### src/rtl/store_buffer.sv
// Posted-write queue ahead of data_memory: stores accepted in one cycle, drained when the port is free.
// Loads win the port and forward from the youngest queued match; st_ready drops only when full with no drain.
module store_buffer #(
   parameter int ISIZE        = 16,
   parameter int DSIZE        = 16,
   parameter int DEPTH        = 4,
   parameter int STARVE_LIMIT = 8
) (
   input  logic             clk,
   input  logic             rst,
   input  logic             st_valid,
   input  logic [ISIZE-1:0] st_addr,
   input  logic [DSIZE-1:0] st_data,
   output logic             st_ready,
   input  logic             ld_valid,
   input  logic [ISIZE-1:0] ld_addr,
   output logic [DSIZE-1:0] ld_data,
   output logic             ld_stall,
   input  logic             flush,
   output logic             empty,
   output logic             dm_wen,
   output logic             dm_ren,
   output logic [ISIZE-1:0] dm_addr,
   output logic [DSIZE-1:0] dm_write_data,
   input  logic [DSIZE-1:0] dm_read_data
);

   localparam int PW = $clog2(DEPTH);
   localparam int CW = $clog2(DEPTH + 1);
   localparam int SW = $clog2(STARVE_LIMIT + 1);

   typedef struct packed {
      logic [ISIZE-1:0] addr;
      logic [DSIZE-1:0] data;
   } entry_t;

   entry_t          mem_q [DEPTH];
   logic [PW-1:0]   head_q, tail_q;
   logic [CW-1:0]   count_q;
   logic [SW-1:0]   starve_q;

   logic            force_drain;
   logic            not_empty;
   logic            full;
   logic            drain;
   logic            load;
   logic            push;
   logic            fwd_hit;
   logic [DSIZE-1:0] fwd_data;
   logic [PW-1:0]   idx;

   assign not_empty   = (count_q != '0);
   assign full        = (count_q == CW'(DEPTH));
   assign force_drain = flush | (starve_q == SW'(STARVE_LIMIT));
   assign drain       = not_empty & (~ld_valid | force_drain);
   assign load        = ld_valid & ~drain;
   assign st_ready    = ~full | drain;
   assign push        = st_valid & st_ready;
   assign ld_stall    = ld_valid & drain;
   assign empty       = ~not_empty;

   // Walk oldest to youngest so the last match left standing is the youngest store.
   always_comb begin
      fwd_hit  = 1'b0;
      fwd_data = '0;
      idx      = '0;
      for (int i = 0; i < DEPTH; i++) begin
         idx = head_q + PW'(i);
         if ((CW'(i) < count_q) && (mem_q[idx].addr == ld_addr)) begin
            fwd_hit  = 1'b1;
            fwd_data = mem_q[idx].data;
         end
      end
   end

   always_comb begin
      dm_wen        = 1'b0;
      dm_ren        = 1'b0;
      dm_addr       = '0;
      dm_write_data = '0;
      ld_data       = '0;
      if (drain) begin
         dm_wen        = 1'b1;
         dm_addr       = mem_q[head_q].addr;
         dm_write_data = mem_q[head_q].data;
      end else if (load) begin
         dm_ren  = 1'b1;
         dm_addr = ld_addr;
         ld_data = fwd_hit ? fwd_data : dm_read_data;
      end
   end

   always_ff @(posedge clk) begin
      if (rst && push) begin
         mem_q[tail_q] <= '{addr: st_addr, data: st_data};
      end
   end

   always_ff @(posedge clk) begin
      if (!rst) begin
         head_q   <= '0;
         tail_q   <= '0;
         count_q  <= '0;
         starve_q <= '0;
      end else begin
         if (push) tail_q <= tail_q + 1'b1;
         if (drain) head_q <= head_q + 1'b1;
         count_q <= count_q + CW'(push) - CW'(drain);
         // Loads starving a full queue eventually force one entry out.
         if (drain || !full) begin
            starve_q <= '0;
         end else if (ld_valid && (starve_q != SW'(STARVE_LIMIT))) begin
            starve_q <= starve_q + 1'b1;
         end
      end
   end

endmodule

### config.mk
export PLATFORM = sky130hd
export DESIGN_NAME = store_buffer
export DESIGN_NICKNAME = d
export VERILOG_FILES = /design/src/rtl/store_buffer.sv
export SDC_FILE = /design/constraint.sdc
export NUM_CORES = 1
export LEC_CHECK = 0
export BUFFER_PORTS_ARGS = -buffer_cell sky130_fd_sc_hd__buf_4
export CORE_MARGIN = 10
export CORE_UTILIZATION = 40
export CTS_BUF_LIST = sky130_fd_sc_hd__clkbuf_8
export DETAILED_ROUTE_END_ITERATION = 10
export PLACE_DENSITY = 0.68
export SYNTH_ARGS = -nofsm -noshare
export SYNTH_HDL_FRONTEND = slang
export SYNTH_SLANG_ARGS = --single-unit
### constraint.sdc
create_clock -name clk -period 3.54 [get_ports clk]
set_input_delay 0.354 -clock clk [delete_from_list [all_inputs] [get_ports clk]]
set_output_delay 0.354 -clock clk [all_outputs]
set_load 0.01 [all_outputs]
After elaboration in Yosys (flattened, before gate mapping)
Memory sizes are Yosys's and may differ from the RTL's. A register that Yosys moved wholly into a read port is not among the register bits.
Index checks and enable logic that the tools add are counted.

storage, ports and cells
  register bits after elaboration = 11
  bits in writable memories = 128
  bits of input ports = 69
  output and inout port bits = 53
  logic and storage cells = 66
  memories kept = 1

cells by class
  add/subtract/negate cells = 7
  $lt $le $gt $ge = 4
  eq/ne operators = 7
  mux-type cells = 21
  bitwise gates (word level) = 12
  reductions and logical operators = 10

memory list
  name   depth  width  rd ports  clocked after memory_dff  write ports  RTL line  text
  mem_q  4      32     4         1                         1            37        entry_t mem_q [DEPTH];

operator list
  operator                                                                     number
  16-bit 2-to-1 mux                                                            10
  16-bit == test                                                               4
  1-bit 2-to-1 mux                                                             9
  1-bit logical AND                                                            6
  1-bit by 3-bit less-than comparator with 1-bit output, first input constant  2
  2-bit by 3-bit less-than comparator with 1-bit output, first input constant  2
  1-bit NOT                                                                    5
  2-bit by 1-bit adder with 2-bit output, second input constant                2
  2-bit adder, second input constant                                           2
  4-bit by 1-bit adder with 4-bit output, second input constant                1
  1-bit AND                                                                    4
  4-bit == test, second input constant                                         1
  2-bit 2-to-1 mux                                                             2
  4-bit inequality test, second input constant                                 1
  3-bit by 1-bit adder with 3-bit output                                       1
  3-bit == test, second input constant                                         1
  1-bit OR                                                                     3
  3-bit nonzero test                                                           1
  3-bit by 1-bit subtractor with 3-bit output                                  1
  2-bit OR reduction                                                           1
  1-bit zero test                                                              1
  1-bit logical OR                                                             1

Logic depth before layout (Yosys ltp)
An unclocked memory read counts as a cell.

  word-level depth = 10
  depth in mapped cells = 15
  depth with buffers taken out = 13

Worst setup path before layout
OpenSTA, ideal clock, no wires.

  path kind = register to register
  start point = register starve_q[0]
  end point = register count_q[1]
  library setup time = 0.115 ns
  arrival = 3.060 ns
  data required time = 3.425 ns
  path slack = 0.365 ns
  cell stages (with the launch flop) = 15
  buffers on the path = 2
  clock period less this slack = 3.175 ns
  cells stage by stage = dfxtp_1 -> inv_1 -> ha_1 -> nand2_1 -> o21ai_0 -> nor2_1 -> or2_2 -> clkbuf_1 -> inv_1 -> clkbuf_1 -> ha_1 -> inv_1 -> ha_1 -> fa_1 -> and2_1

between the ends
  cells in the longest elaborated chain, start to end = 8

RTL lines
  item                                             RTL line  text
  from (decl)                                      40        logic [SW-1:0] starve_q;
  from (signal assigned)                           113       starve_q <= starve_q + 1'b1;
  4-bit == test (*)                                54        assign force_drain = flush | (starve_q == SW'(STARVE_LIMIT));
  1-bit OR (*)                                     54
  1-bit OR (*)                                     55        assign drain = not_empty & (~ld_valid | force_drain);
  1-bit AND (*)                                    55
  1-bit OR                                         57        assign st_ready = ~full | drain;
  1-bit AND                                        58        assign push = st_valid & st_ready;
  3-bit by 1-bit adder with 3-bit output           108       count_q <= count_q + CW'(push) - CW'(drain);
  3-bit by 1-bit subtractor with 3-bit output (*)  108
  to (signal assigned)                             108
  to (decl)                                        39        logic [CW-1:0] count_q;

Mark *: on every way between the ends. The rest lies on a longest branch, timed or not.
A chain may end at the register's enable or synchronous reset.

Final worst setup path
  start point = register head_q[0]
  end point = output ld_data[7]

between the ends
  cells in the longest elaborated chain, start to end = 10
  elaborated cells between the ends (all ways) = 19
  classes of those cells = add/sub: 3; eq/ne: 3; mux: 9; reduce/logical: 3; memory: 1

RTL lines
  item                                                                 RTL line  text
  from (decl)                                                          38        logic [PW-1:0] head_q, tail_q;
  from (signal assigned)                                               107       if (drain) head_q <= head_q + 1'b1;
  2-bit by 1-bit adder with 2-bit output                               68        idx = head_q + PW'(i);
  memory 4 x 32 bit (*)                                                n/a
  16-bit == test                                                       69        if ((CW'(i) < count_q) && (mem_q[idx].addr == ld_addr)) begin
  1-bit logical AND                                                    69
  16-bit 2-to-1 mux or 1-bit 2-to-1 mux (tied branches) (3 in series)  69
  16-bit 2-to-1 mux (*)                                                89        ld_data = fwd_hit ? fwd_data : dm_read_data;
  16-bit 2-to-1 mux (*)                                                86        end else if (load) begin
  16-bit 2-to-1 mux (*)                                                82        if (drain) begin
  to (decl)                                                            17        output logic [DSIZE-1:0] ld_data,

Marked as above.

==> results.py <==
metrics = {
    "status": {
        "status": "finished with violations",
        "violations": "setup timing",
    },
    "sta": {
        "max_slew_margin": 0.568,
        "hold_violations": 0,
        "setup_tns_ps": -4140,
        "fmax_ghz": 0.261,
        "fin_crit_sh": 1.08,
        "finClkSkew_ps": 9.46,
        "min_period_ps": 3830,
        "rsz0062_at_grt": "true",
        "final.setup.worst_slack_ps": -287,
        "slew_viol_final": 0,
        "setup_viol": 16,
        "worst_slew_pin_slew_ps": 649,
    },
    "route": {
        "wl_met1_um": 11400,
        "via_count": 7149,
        "drc_errors": 0,
        "dr_wl_met2_um": 13900,
        "wl_per_cell_um": 23.0,
        "top_layer_used": "met4",
        "drt_iter0_drc": 696,
        "ant_nets": 0,
        "route.met3.wl_um": 1850,
        "dr.pass1.iters": 5,
        "avgViaCountPerCell": 5.92,
        "drt_wl_total_um": 27700,
    },
    "worst_hold_path": {
        "hold_path_class": "primary input to register",
        "whs_endpoint": "mem_q[2][1]",
        "hp-start": "st_data[1]",
        "min_path_cells": 1,
    },
    "critical_path": {
        "cp_cell_sequence": "buf_12 -> buf_12 -> mux4_2 -> xnor2_2 -> nand4_1 -> nor2_1 -> or4b_4 -> nor3b_2 -> or2_4 -> buf_12 -> o21ai_2 -> buf_4",
        "r2r_start": "starve_q[0]",
        "crit_cells": 12,
        "start_kind": "register",
        "r2r_end": "mem_q[0][31]",
        "reg2reg_setup_slack_ps": 830,
        "arrival_ps": 3470,
        "crit_family": "simple AND/OR/NAND/NOR gates",
        "path_common_cell": "buf_12",
        "critPathKind": "register to primary output",
        "cp.buffers_inverters": 4,
        "worstPathMaxFanout": 8,
        "crit_slowest_cell": "mux4_2",
        "r2r.worst_path.cells": 11,
        "cp-end-kind": "primary output",
        "worstPathRequired_ps": 3190,
        "crit_start": "head_q[0]",
        "critPathMaxStageDelay_ps": 510,
    },
    "clocking": {
        "cts_tree": "yes",
        "cts_made_buffers": 17,
        "clkSlewWorstSetupHoldPaths_ps": 90,
        "clock-root-buffer": "clkbuf_8",
        "htreeDepth": 4,
        "cts_hold_buffers": 0,
        "cts.sinks": 141,
        "cts_buffer_depth": 2,
        "clk_latency_ps": 460,
    },
    "global_routing": {
        "gr-total-overflow": 0,
        "grt_pass1_vias": 7010,
        "grt_pass1_wl_um": 41900,
        "track_usage": 0.174,
        "grt_max_degree": 49,
        "antenna_found_initial": 1,
    },
    "synthesis": {
        "synth_simple_gate_area_frac": 0.0929,
        "synth_mux_area_frac": 0.323,
        "async_reset_ff_frac": 0,
        "synth_area_um2": 9850,
        "synth_warnings": 0,
        "ys_seq_elements": 141,
        "synth_fa_ha_area_frac": 0.0147,
        "synth_compound_area_frac": 0.0442,
        "yosysSeqAreaShare": 0.417,
        "syn_nets": 810,
        "synthFlopType": "edfxtp_1",
        "yosys.area_share.xor_xnor": 0.0587,
        "synth_cell_types": 55,
        "synth_cells": 730,
        "synth_edf_count": 128,
        "synth_top_family_by_area": "multiplexers",
        "syn_area_per_cell_um2": 13.5,
    },
    "layout": {
        "final_area_um2": 12200,
        "finalNetCount": 950,
        "syn2layout_area_growth_pct": 23.7,
        "drive_gt1_frac": 0.445,
        "final_cells": 1208,
    },
    "power_and_ir_drop": {
        "vdd_ir_drop_max_v": 0.000278,
        "leakage_uw": 0.00436,
        "power_density_nw_per_um2": 604,
    },
    "floorplanning": {
        "ios": 122,
        "core-area_um2": 24200,
        "std_cell_rows": 57,
        "initial_core_util": 0.406,
        "die_h_um": 177,
        "die_area_um2": 31300,
        "die_w_um": 177,
    },
    "run": {
        "drv_cap": 0,
    },
    "place": {
        "pre_cts_ws_ps": 12.8,
        "finalWeightedCongestion": 0.919,
        "place_inst": 1151,
        "placed_cell_area_um2": 11200,
        "hpwl_um": 19300,
        "io_buffers": 121,
    },
}
## cells in the final DEF (no fill, tap or decap), types with 5 or more instances in the layout
master,netlist,layout
o21ai_2,10,16
clkbuf_8,0,17
edfxtp_1,128,128
buf_12,0,13
buf_4,3,163
nand3_1,17,17
nor2_1,22,22
buf_6,10,7
a21oi_1,21,5
ha_1,10,10
mux4_2,109,109
and2_1,23,20
mux2i_1,68,64
and3_1,20,19
a21oi_2,0,14
xnor2_2,0,9
nand4_1,28,28
o21ai_0,8,8
xor2_1,6,6
dfxtp_1,13,10
inv_1,33,34
nand2_1,34,34
xnor2_1,60,51
## registers in the layout, summed over array words and instances, names as in the netlist, named ones only
signal	cells
count_q	3
starve_q	4
head_q	2
mem_q	128
tail_q	2
## where the power goes
part / switching [uW] / total, uW / leakage, uW / internal, uW
sequential: 116 / 2030 / 0.00127 / 1920
combinational: 1980 / 4130 / 0.00291 / 2150
clock: 647 / 1200 / 0.000185 / 551
## cell type report
| class | count | area, um2 |
|---|---|---|
| inverters | 33 | 124 |
| diodes | 1 | 2.50 |
| well taps | 324 | 405 |
| flip-flops and latches | 141 | 4110 |
| clock buffers | 17 | 234 |
| clock inverters | 15 | 125 |
| multi-input cells | 490 | 5510 |
| repair buffers | 187 | 1670 |
| fillers | 2032 | 12100 |
## worst register-to-register path: stages (launching register included)
cell	delay, ps
dfxtp_1	330
inv_1	90
ha_1	150
nand2_1	40
o21ai_0	150
buf_4	160
nor2_1	70
nand3_1	140
nand2_1	160
nor2_1	210
and2_2	610
buf_4	310
## what timing repair did
action | in CTS | in global routing
pin swaps | 27 | 9
buffers inserted | 15 | 6
gates cloned | 2 | 1
setup endpoints to repair | 16 | 16
gates resized for setup | 36 | 33
## worst max path at each step
stage,endpoint,slack [ps]
2_1_floorplan,count_q[1],360
3_3_place_gp,ld_data[11],70
3_5_place_dp,ld_data[11],10
4_1_cts,ld_data[13],-280
5_1_grt,ld_data[12],-410
6_report,ld_data[7],-290
## kinds of logic after synthesis
logic type,Yosys count
multiplexers,181
XOR/XNOR,66
buffers and inverters,99
flip-flops,141
adder cells (fa/ha/maj),11
AO/OA/AOI/OAI,66
AND/OR/NAND/NOR,166
## metal layers
layer | track usage | up-vias
met5 | 0 | -
met4 | 0.0536 | 0
met3 | 0.0371 | 37
met2 | 0.288 | 298
met1 | 0.225 | 3671
li1 | - | 3143
## stage by stage
| stage | util | power (uW) | hold slack (ps) |
|---|---|---|---|
| 4_1_cts | 0.492 | 7170 | 70.9 |
| 5_1_grt | 0.502 | 7760 | 64.9 |
| 3_3_place_gp | 0.463 | 5750 | 498 |
| 3_5_place_dp | 0.463 | 5780 | 502 |
| 6_report | 0.502 | 7360 | 85.8 |
| 2_1_floorplan | - | 4640 | 453 |
## synthesized netlist by cell type, drive strengths merged (17+ instances only)
library cell | n | area share
a21oi | 21 | 0.011
and2 | 24 | 0.015
and3 | 20 | 0.013
buf | 39 | 0.027
clkbuf | 27 | 0.010
edfxtp | 128 | 0.39
inv | 33 | 0.013
mux2i | 68 | 0.069
mux4 | 109 | 0.25
nand2 | 34 | 0.013
nand3 | 17 | 0.0086
nand4 | 28 | 0.018
nor2 | 22 | 0.0084
o21ai | 24 | 0.016
xnor2 | 60 | 0.053
Power figures use the tool's default switching activity.
